File: src/rtl/wu_seq_if.sv
// Control bundle between the weight-update sequencer and its surroundings.
//   master : drives start/num_rows/base_addr, observes the sequencer outputs
//   slave  : the sequencer itself
// Signals:
//   start     single-cycle pass request
//   num_rows  rows to process (addrWidth+1 bits, values above 2^addrWidth clamp)
//   base_addr first row address
//   rd_en/rd_addr   read strobe and row address to the weight/gradient buffers
//   sub_en          subtract-stage enable, aligned with read data
//   wr_en/wr_addr   write-back strobe and row address, aligned with the result
//   busy/done       pass in progress / one-cycle completion pulse
interface wu_seq_if #(
  parameter int unsigned addrWidth = 8
);
  logic                 start;
  logic [addrWidth:0]   num_rows;
  logic [addrWidth-1:0] base_addr;
  logic                 rd_en;
  logic [addrWidth-1:0] rd_addr;
  logic                 sub_en;
  logic                 wr_en;
  logic [addrWidth-1:0] wr_addr;
  logic                 busy;
  logic                 done;

  modport master (
    output start, num_rows, base_addr,
    input  rd_en, rd_addr, sub_en, wr_en, wr_addr, busy, done
  );

  modport slave (
    input  start, num_rows, base_addr,
    output rd_en, rd_addr, sub_en, wr_en, wr_addr, busy, done
  );
endinterface

File: src/rtl/wu_seq.sv
// Weight-update sequencer: walks num_rows rows starting at base_addr, one read per
// cycle, and produces a subtract enable and a latency-matched write-back strobe and
// address. Carries control only; the subtract stage output is the write data.
// Ports:
//   clk  system clock
//   rst  synchronous active-high reset; aborts any pass in flight
//   bus  wu_seq_if.slave control bundle (see interface header)
module wu_seq #(
  parameter int unsigned dataWidth   = 32,
  parameter int unsigned pactivation = 16,
  parameter int unsigned addrWidth   = 8,
  parameter int unsigned rdLatency   = 1,
  parameter int unsigned subLatency  = 11
) (
  input logic   clk,
  input logic   rst,
  wu_seq_if.slave bus
);

  if (dataWidth == 0 || pactivation == 0 || rdLatency == 0 || subLatency == 0) begin : gBadParam
    $error("wu_seq: dataWidth, pactivation, rdLatency and subLatency must be >= 1");
  end

  localparam int unsigned Lat = rdLatency + subLatency;
  localparam logic [addrWidth:0] MaxRows = {1'b1, {addrWidth{1'b0}}};
  localparam logic [addrWidth:0] CntOne  = 1;

  typedef enum logic [1:0] {StIdle, StIssue, StDrain, StDone} state_e;

  state_e               stateQ, stateD;
  logic [addrWidth:0]   rowsQ;
  logic [addrWidth:0]   cntQ;
  logic [addrWidth-1:0] baseQ;
  logic [addrWidth:0]   rowsClamped;
  logic                 rdEn;
  logic [addrWidth-1:0] rdAddr;

  // validQ[i] is rd_en delayed by i+1 cycles; addrQ carries the matching row address.
  logic [Lat-1:0]       validQ;
  logic [addrWidth-1:0] addrQ [Lat];

  assign rowsClamped = (bus.num_rows > MaxRows) ? MaxRows : bus.num_rows;

  // State register
  always_ff @(posedge clk) begin
    if (rst) begin
      stateQ <= StIdle;
    end else begin
      stateQ <= stateD;
    end
  end

  // Pass parameters and issue counter
  always_ff @(posedge clk) begin
    if (rst) begin
      rowsQ <= '0;
      cntQ  <= '0;
      baseQ <= '0;
    end else if (stateQ == StIdle && bus.start) begin
      rowsQ <= rowsClamped;
      baseQ <= bus.base_addr;
      cntQ  <= '0;
    end else if (stateQ == StIssue) begin
      cntQ <= cntQ + CntOne;
    end
  end

  // Valid/address delay lines; shifting (not counting) keeps any gaps exact.
  always_ff @(posedge clk) begin
    if (rst) begin
      validQ <= '0;
      for (int i = 0; i < Lat; i++) begin
        addrQ[i] <= '0;
      end
    end else begin
      validQ   <= {validQ[Lat-2:0], rdEn};
      addrQ[0] <= rdAddr;
      for (int i = 1; i < Lat; i++) begin
        addrQ[i] <= addrQ[i-1];
      end
    end
  end

  // Next-state logic
  always_comb begin
    stateD = stateQ;
    unique case (stateQ)
      StIdle: begin
        if (bus.start) begin
          stateD = (bus.num_rows == '0) ? StDone : StIssue;
        end
      end
      StIssue: begin
        if (cntQ == rowsQ - CntOne) begin
          stateD = StDrain;
        end
      end
      StDrain: begin
        // Rows are issued contiguously, so once only the output stage holds a token
        // the last write-back is on the bus this cycle.
        if (validQ[Lat-2:0] == '0) begin
          stateD = StDone;
        end
      end
      StDone: begin
        stateD = StIdle;
      end
      default: begin
        stateD = StIdle;
      end
    endcase
  end

  // Outputs
  always_comb begin
    rdEn        = (stateQ == StIssue);
    rdAddr      = rdEn ? (baseQ + cntQ[addrWidth-1:0]) : '0;
    bus.rd_en   = rdEn;
    bus.rd_addr = rdAddr;
    bus.sub_en  = validQ[rdLatency-1];
    bus.wr_en   = validQ[Lat-1];
    bus.wr_addr = addrQ[Lat-1];
    bus.busy    = (stateQ == StIssue) || (stateQ == StDrain);
    bus.done    = (stateQ == StDone);
  end

endmodule

File: src/flat_wrapper.sv
// flat-port wrapper written by rule: the top's interface ports become plain ports
module wu_seq_flat 
#(
  parameter int unsigned dataWidth   = 32,
  parameter int unsigned pactivation = 16,
  parameter int unsigned addrWidth   = 8,
  parameter int unsigned rdLatency   = 1,
  parameter int unsigned subLatency  = 11
)
  (clk, rst, bus_start, bus_num_rows, bus_base_addr, bus_rd_en, bus_rd_addr, bus_sub_en, bus_wr_en, bus_wr_addr, bus_busy, bus_done);
  wu_seq_if #(.addrWidth(addrWidth)) bus_i ();
  input logic clk;
  input logic rst;
  input wire logic [$bits(bus_i.start)-1:0] bus_start;
  input wire logic [$bits(bus_i.num_rows)-1:0] bus_num_rows;
  input wire logic [$bits(bus_i.base_addr)-1:0] bus_base_addr;
  output wire logic [$bits(bus_i.rd_en)-1:0] bus_rd_en;
  output wire logic [$bits(bus_i.rd_addr)-1:0] bus_rd_addr;
  output wire logic [$bits(bus_i.sub_en)-1:0] bus_sub_en;
  output wire logic [$bits(bus_i.wr_en)-1:0] bus_wr_en;
  output wire logic [$bits(bus_i.wr_addr)-1:0] bus_wr_addr;
  output wire logic [$bits(bus_i.busy)-1:0] bus_busy;
  output wire logic [$bits(bus_i.done)-1:0] bus_done;
  assign bus_i.start = bus_start;
  assign bus_i.num_rows = bus_num_rows;
  assign bus_i.base_addr = bus_base_addr;
  assign bus_rd_en = bus_i.rd_en;
  assign bus_rd_addr = bus_i.rd_addr;
  assign bus_sub_en = bus_i.sub_en;
  assign bus_wr_en = bus_i.wr_en;
  assign bus_wr_addr = bus_i.wr_addr;
  assign bus_busy = bus_i.busy;
  assign bus_done = bus_i.done;
  wu_seq #(.dataWidth(dataWidth), .pactivation(pactivation), .addrWidth(addrWidth), .rdLatency(rdLatency), .subLatency(subLatency)) u_core (.clk(clk), .rst(rst), .bus(bus_i));
endmodule
File: config.mk
export PLATFORM = sky130hd
export DESIGN_NAME = wu_seq_flat
export DESIGN_NICKNAME = d
export VERILOG_FILES = /design/src/rtl/wu_seq_if.sv /design/src/rtl/wu_seq.sv /design/src/flat_wrapper.sv
export SDC_FILE = /design/constraint.sdc
export NUM_CORES = 1
export LEC_CHECK = 0
export BUFFER_PORTS_ARGS = -buffer_cell sky130_fd_sc_hd__clkbuf_2
export CORE_ASPECT_RATIO = 1.25
export CORE_MARGIN = 4
export CORE_UTILIZATION = 50
export CTS_BUF_LIST = sky130_fd_sc_hd__clkbuf_4
export CTS_CLUSTER_SIZE = 28
export DETAILED_ROUTE_END_ITERATION = 6
export PLACE_DENSITY = 0.69
export REMOVE_ABC_BUFFERS = 1
export SLEW_MARGIN = 0
export SYNTH_ARGS = -nofsm -noshare
export SYNTH_HDL_FRONTEND = slang
export SYNTH_SLANG_ARGS = --single-unit
File: constraint.sdc
create_clock -name clk -period 3.88 [get_ports clk]
set_input_delay 0.194 -clock clk [delete_from_list [all_inputs] [get_ports clk]]
set_output_delay 0.194 -clock clk [all_outputs]
set_load 0.05 [all_outputs]
==> results.toml, run 1 <==
[logic_synthesis]
syn_inst = 451
synth-xor-area-share = 0.04467
synth-compound-area-share = 0.06621
synth-seq-cells = 136
synth-simple-area-share = 0.2319
synth.largest_area_cell = "dfxtp_1"
synth_fa_ha_area_frac = 0.04148
ys_seq_area_frac = 0.5786
ys_top_cells_by_area = "dfxtp_1, nor2b_1, ha_1"
netlist_area_um2 = 4706
ys_warn_count = 0
synth.mux.area_fraction = 0.002127
synth.distinct_cells = 40
synth_top_area_share = 0.5786
synth_area_per_cell_um2 = 10.43
synth_top_family_by_area = "simple AND/OR/NAND/NOR gates"

[timing]
maxSlewViolCount = 0
min_period_over_period = 0.8326
fin_skew_ns = 0.02116
setup_slack_ns = 0.6497
slew_headroom = 0.4148
period_needed_ns = 3.230
tns_ns = 0
finalSetupViolCount = 0
rsz0062_at_grt = "no"
finalHoldViolations = 0
timing.fmax_mhz = 309.6
tightest_slew_ns = 0.8773

[die]
start_util = 0.5130
die_w_um = 94.77
die_h_um = 116.5
rows = 39
num_io_pins = 41
core_area_um2 = 9174
dieArea_um2 = 11040

[critical_path]
arrival_ns = 3.04
startpoint_type = "register"
startpoint = "u_core.cntQ[1]"
crit_fanout = 6
r2r_start = "u_core.cntQ[1]"
critPathKind = "reg2out"
cp-end-kind = "output pin"
worstPathRequired_ns = 3.69

[grt]
grt_first_pass_wirelength_mm = 13.32
grt-busiest-layer = "met2"
grtUsageTotal = 0.1546
antenna_found_initial = 0
gr-usage-met1 = 0.1742
grt_max_degree = 67
gr-total-overflow = 0
grt_pass1_vias = 3016
grt_util_met3 = 0.04704
gr-usage-met2 = 0.2662

[routing]
first_iter_violations = 113
postRouteAntennaNets = 0
totalWireLength_mm = 7.617
dr.pass1.iters = 4
viasPerCell = 4.791
wl_per_cell_um = 11.98
via_count = 3047
drc = 0

[clock_tree]
cts.clk_slew.worst_paths_ns = 0.11
htree_levels = 4
numCtsBuffers = 17
cts_sinks = 136
cts-root-buf = "clkbuf_4"
insertion_delay_ns = 0.50
clockBufferDepth = 2
cts_tree = "done"

[finish]
multi_input_area_um2 = 1818
nNetsFinal = 536
fill_cells = 854
drive_gt1_frac = 0.1442
diodes = 0
areaGrowthSynthToFinish_pct = 14.92
regArea_um2 = 2723
final_cells = 636

[power_and_ir_drop]
vdd_drop_max_mv = 0.3928
power_density_nw_per_um2 = 557.3
leakage_uw = 0.002236

[worst_hold_path]
hold_path_class = "in2reg"
min_from = "bus_start"

[placement]
gp_congestion = 0.7972
dpl.hpwl_mm = 4.821
numPortBuffers = 40
dp_slack_ns = 1.177
dp_cells = 588

[status]
status = "completed"

[flow_run]
drv_cap = 0
[what timing repair did]
action / 4_1_cts / 5_1_grt
endpoints found under the hold margin: 17 / 0
setup buffers: 0 / 0
gates resized for setup: 0 / 0
hold buffers: 17 / 0
[critical path, cell delays in order (launching register included)]
cell and delay [ns]:
dfxtp_1 0.49, ha_1 0.28, a21o_1 0.17, a21oi_1 0.22, o21bai_1 0.11, a2111oi_0 0.58, o31ai_1 0.19, a21boi_0 0.20
clkbuf_2 0.30
[area by class of cell]
class / instances / share of cell area
Sequential cell: 136 / 0.5035
Multi-Input combinational cell: 279 / 0.3362
Timing Repair Buffer: 58 / 0.07034
Clock inverter: 14 / 0.03170
Tap cell: 123 / 0.02846
Clock buffer: 17 / 0.02360
Inverter: 9 / 0.006247
[layout by cell type (no fill, tap or decap), types with 5 or more instances in the layout]
| cell type | instances |
|---|---|
| xor2_1 | 13 |
| xnor2_1 | 11 |
| nor2_1 | 14 |
| nand2_1 | 32 |
| ha_1 | 14 |
| nor4_1 | 5 |
| nand4_1 | 5 |
| and2_1 | 11 |
| inv_1 | 9 |
| a21oi_1 | 20 |
| nor2b_1 | 105 |
| nand3_1 | 9 |
| dfxtp_1 | 136 |
| clkbuf_2 | 39 |
| clkbuf_4 | 17 |
| dlygate4sd3_1 | 17 |
[logic make-up after synthesis]
group           count (synthesis)
buf+inv                        36
xor+xnor                       24
simple gates                  193
flops                         136
compound gates                 46
mux                             1
fa+ha+maj                      15
[metal layers]
layer	share of wire	routed length, um
met1	0.44	3343
met2	0.51	3878
met3	0.038	290
met4	0.014	105
met5	0	0
[stage by stage]
stage | instance area, um^2 | hold WS (ns) | power (uW) | util
2_1_floorplan | 4574 | 0.2631 | 1933 | -
3_3_place_gp | 4938 | 0.4155 | 2062 | 0.5383
3_5_place_dp | 4938 | 0.4212 | 2077 | 0.5383
4_1_cts | 5408 | 0.1078 | 3049 | 0.5895
5_1_grt | 5408 | 0.1397 | 3170 | 0.5895
6_report | 5408 | 0.1625 | 3014 | 0.5895
[state kept, by name, summed over array words and instances, names as in the netlist]
signal	count
u_core.rowsQ	9
u_core.baseQ	8
u_core.validQ	12
u_core.stateQ	2
u_core.cntQ	9
u_core.addrQ	96
[synth_stat cells (all sizes together)]
master and instances:
dfxtp 136, nor2b 105, nand2 32, a21oi 20, clkbuf 18, ha 14
nor2 14, xor2 13, and2 12, xnor2 11, buf 9, inv 9
nand3 9, nand4 5, nor4 5, nor3 4, o21ai 4, a21o 3
a31oi 3, a211o 2, a211oi 2, a21boi 2, a22o 2, a311oi 2
nand2b 2, nand3b 2, o21bai 2, a2111oi 1, and3 1, fa 1
mux2i 1, o211ai 1, o31ai 1, o41ai 1, or3 1, or4 1
[worst paths after layout]
| check | to | slack (ns) | cells after the start |
|---|---|---|---|
| setup / recovery | bus_rd_addr[7] | 0.65 | 8 |
| hold / removal | u_core.stateQ[0] | 0.16 | 4 |
| setup reg to reg | u_core.addrQ[0][7] | 1.58 | 7 |
| hold reg to reg | u_core.addrQ[0][18] | 0.44 | 1 |
[report_power, final]
group | internal, uW | total, uW | switching [uW]
clock network | 449 | 956 | 506
registers | 1450 | 1490 | 44.6
logic | 197 | 567 | 370
total | 2090 | 3010 | 921
Note: power is estimated with default switching activity, not from simulation.
==> run 2, diff against run 1 <==
==> constraint.sdc (replaced) <==
create_clock -name clk -period 2.98 [get_ports clk]
set_input_delay 0.149 -clock clk [delete_from_list [all_inputs] [get_ports clk]]
set_output_delay 0.149 -clock clk [all_outputs]
set_load 0.05 [all_outputs]
==> run 2 against run 1 <==
Effect of this change:
- flip-flop and latch count stayed put
- cell count up 0.63%
- global-route usage fell by 0.62 points
- power increased by 31%
- critical path depth increased by 1
- sequential power increased by 30%
- worst hold slack worse by 0.064 ns
- register-to-register slack worse by 0.86 ns
==> results.toml, run 2 (synthesis results as in run 1) <==
[timing]
min_period_over_period = 0.9582
finalSetupViolCount = 0
rsz0062_at_grt = "yes"
period_needed_ns = 2.855
fin_skew_ns = 0.01571
timing.fmax_mhz = 350.2
finalHoldViolations = 0
whs_ns = 0.09846
slew_headroom = 0.4580
tightest_slew_ns = 0.8125
maxSlewViolCount = 0

[clock_tree]
cts_sinks = 136
post_cts_buffers = 0
cts_tree = "done"
cts-root-buf = "clkbuf_4"
numCtsBuffers = 17
htree_levels = 4
clockBufferDepth = 2
cts.clk_slew.worst_paths_ns = 0.12
insertion_delay_ns = 0.49

[finish]
areaGrowthSynthToFinish_pct = 15.98
final_common_cell = "dfxtp_1"
final_cells = 640
regMostFlops = "u_core.addrQ"
layout_common_cells = "dfxtp_1, nor2b_1, clkbuf_2, nand2_1"
largest_reg_flops = 96
stdcell_area_um2 = 5458
diodes = 0
nNetsFinal = 539
fill_cells = 829
reg.largest.list = "u_core.addrQ x96, u_core.validQ x12"
drive_gt1_frac = 0.1528

[die]
die_h_um = 116.5
core_area_um2 = 9174
dieArea_um2 = 11040
start_util = 0.5130
die_w_um = 94.77
rows = 39
num_io_pins = 41

[status]
status = "completed"

[grt]
grt_first_pass_wirelength_mm = 12.85
antenna_found_initial = 0
gr-total-overflow = 0
grt_max_degree = 71
grt_pass1_vias = 2940
grtUsageTotal = 0.1484

[worst_hold_path]
min_from = "bus_start"
hold_path_class = "in2reg"

[routing]
postRouteAntennaNets = 0
wl_per_cell_um = 11.45
dr.pass1.iters = 5
totalWireLength_mm = 7.328
via_count = 3036
viasPerCell = 4.744
first_iter_violations = 135
drc = 0

[critical_path]
critPathKind = "reg2out"
arrival_ns = 2.71
rr_worst_depth = 8
crit_fanout = 5
rr_endpoint = "u_core.stateQ[1]"
worstPathRequired_ns = 2.83
regToRegSetupSlack_ns = 0.72
crit_end = "bus_rd_addr[6]"
startpoint_type = "register"
r2r_start = "u_core.rowsQ[0]"
startpoint = "u_core.cntQ[0]"
cp-end-kind = "output pin"

[power_and_ir_drop]
leakage_uw = 0.002250
vdd_drop_max_mv = 0.3592
power_density_nw_per_um2 = 721.5

[placement]
numPortBuffers = 40
dpl.hpwl_mm = 4.581
dp_cells = 589
place_area_um2 = 4946
gp_congestion = 0.7833

[flow_run]
drv_cap = 0
-- run 2: cell types whose count changed in the layout (fill, tap and decap cells not counted), sizes merged --
cell and change:
clkinvlp +1, buf +2, clkinv -1, dlygate4sd3 +2
-- run 2: how the worst min path moves through the flow --
stage / end / slack, ns / cells after the start
5_1_grt: u_core.stateQ[0] / 0.13 / 4
4_1_cts: u_core.stateQ[0] / 0.07 / 4
3_3_place_gp: u_core.baseQ[4] / 0.37 / 3
2_1_floorplan: u_core.baseQ[0] / 0.22 / 1
3_5_place_dp: u_core.baseQ[5] / 0.38 / 3
6_report: u_core.stateQ[0] / 0.1 / 4
-- run 2: area by class of cell --
| type | instances | area, um^2 | area share |
|---|---|---|---|
| clock buffer | 18 | 135.1 | 0.02476 |
| timing repair buffer | 61 | 412.9 | 0.07565 |
| clock inverter | 14 | 170.2 | 0.03118 |
| inverter | 9 | 33.78 | 0.006190 |
| tap | 123 | 153.9 | 0.02820 |
| sequential | 136 | 2724 | 0.4991 |
| multi-input combinational | 279 | 1828 | 0.3349 |
-- run 2: through the flow --
step                      utilization  worst slack [ns]  setup TNS, ns  power [uW]
after floorplan                     -          -0.06249       -0.06249        2517
after global placement         0.5391            0.4703              0        2692
after detailed placement       0.5391            0.4206              0        2707
after CTS                      0.5937           0.02815              0        3986
after global routing           0.5949          -0.07605        -0.1092        4155
final                          0.5949            0.1245              0        3938
-- run 2: report_power, final --
part / switching (uW) / leakage, uW / internal, uW
Clock: 650 / 0.000157 / 597
Sequential: 57.0 / 0.00110 / 1880
Combinational: 483 / 0.000994 / 266
Total: 1190 / 0.00225 / 2750
-- run 2: worst max-delay path, cell delays in order (launching register included) --
cell	delay, ns
dfxtp_1	0.39
ha_1	0.24
fa_1	0.41
a21o_1	0.20
a21oi_2	0.18
o21bai_1	0.08
a21oi_1	0.17
xnor2_1	0.16
and2_1	0.16
clkbuf_4	0.23
-- run 2: what timing repair did --
item | CTS | global route
endpoints found under the hold margin | 18 | 0
setup endpoints to repair | 1 | 2
hold buffers | 19 | 0
gates resized for setup | 3 | 5
-- run 2: metal layers --
metal | vias to the layer above | routed length [um] | global-route usage
li1 | 1572 | - | -
met1 | 1403 | 3329 | 0.1756
met2 | 52 | 3629 | 0.2469
met3 | 9 | 272 | 0.04188
met4 | 0 | 95 | 0.07315
met5 | - | 0 | 0
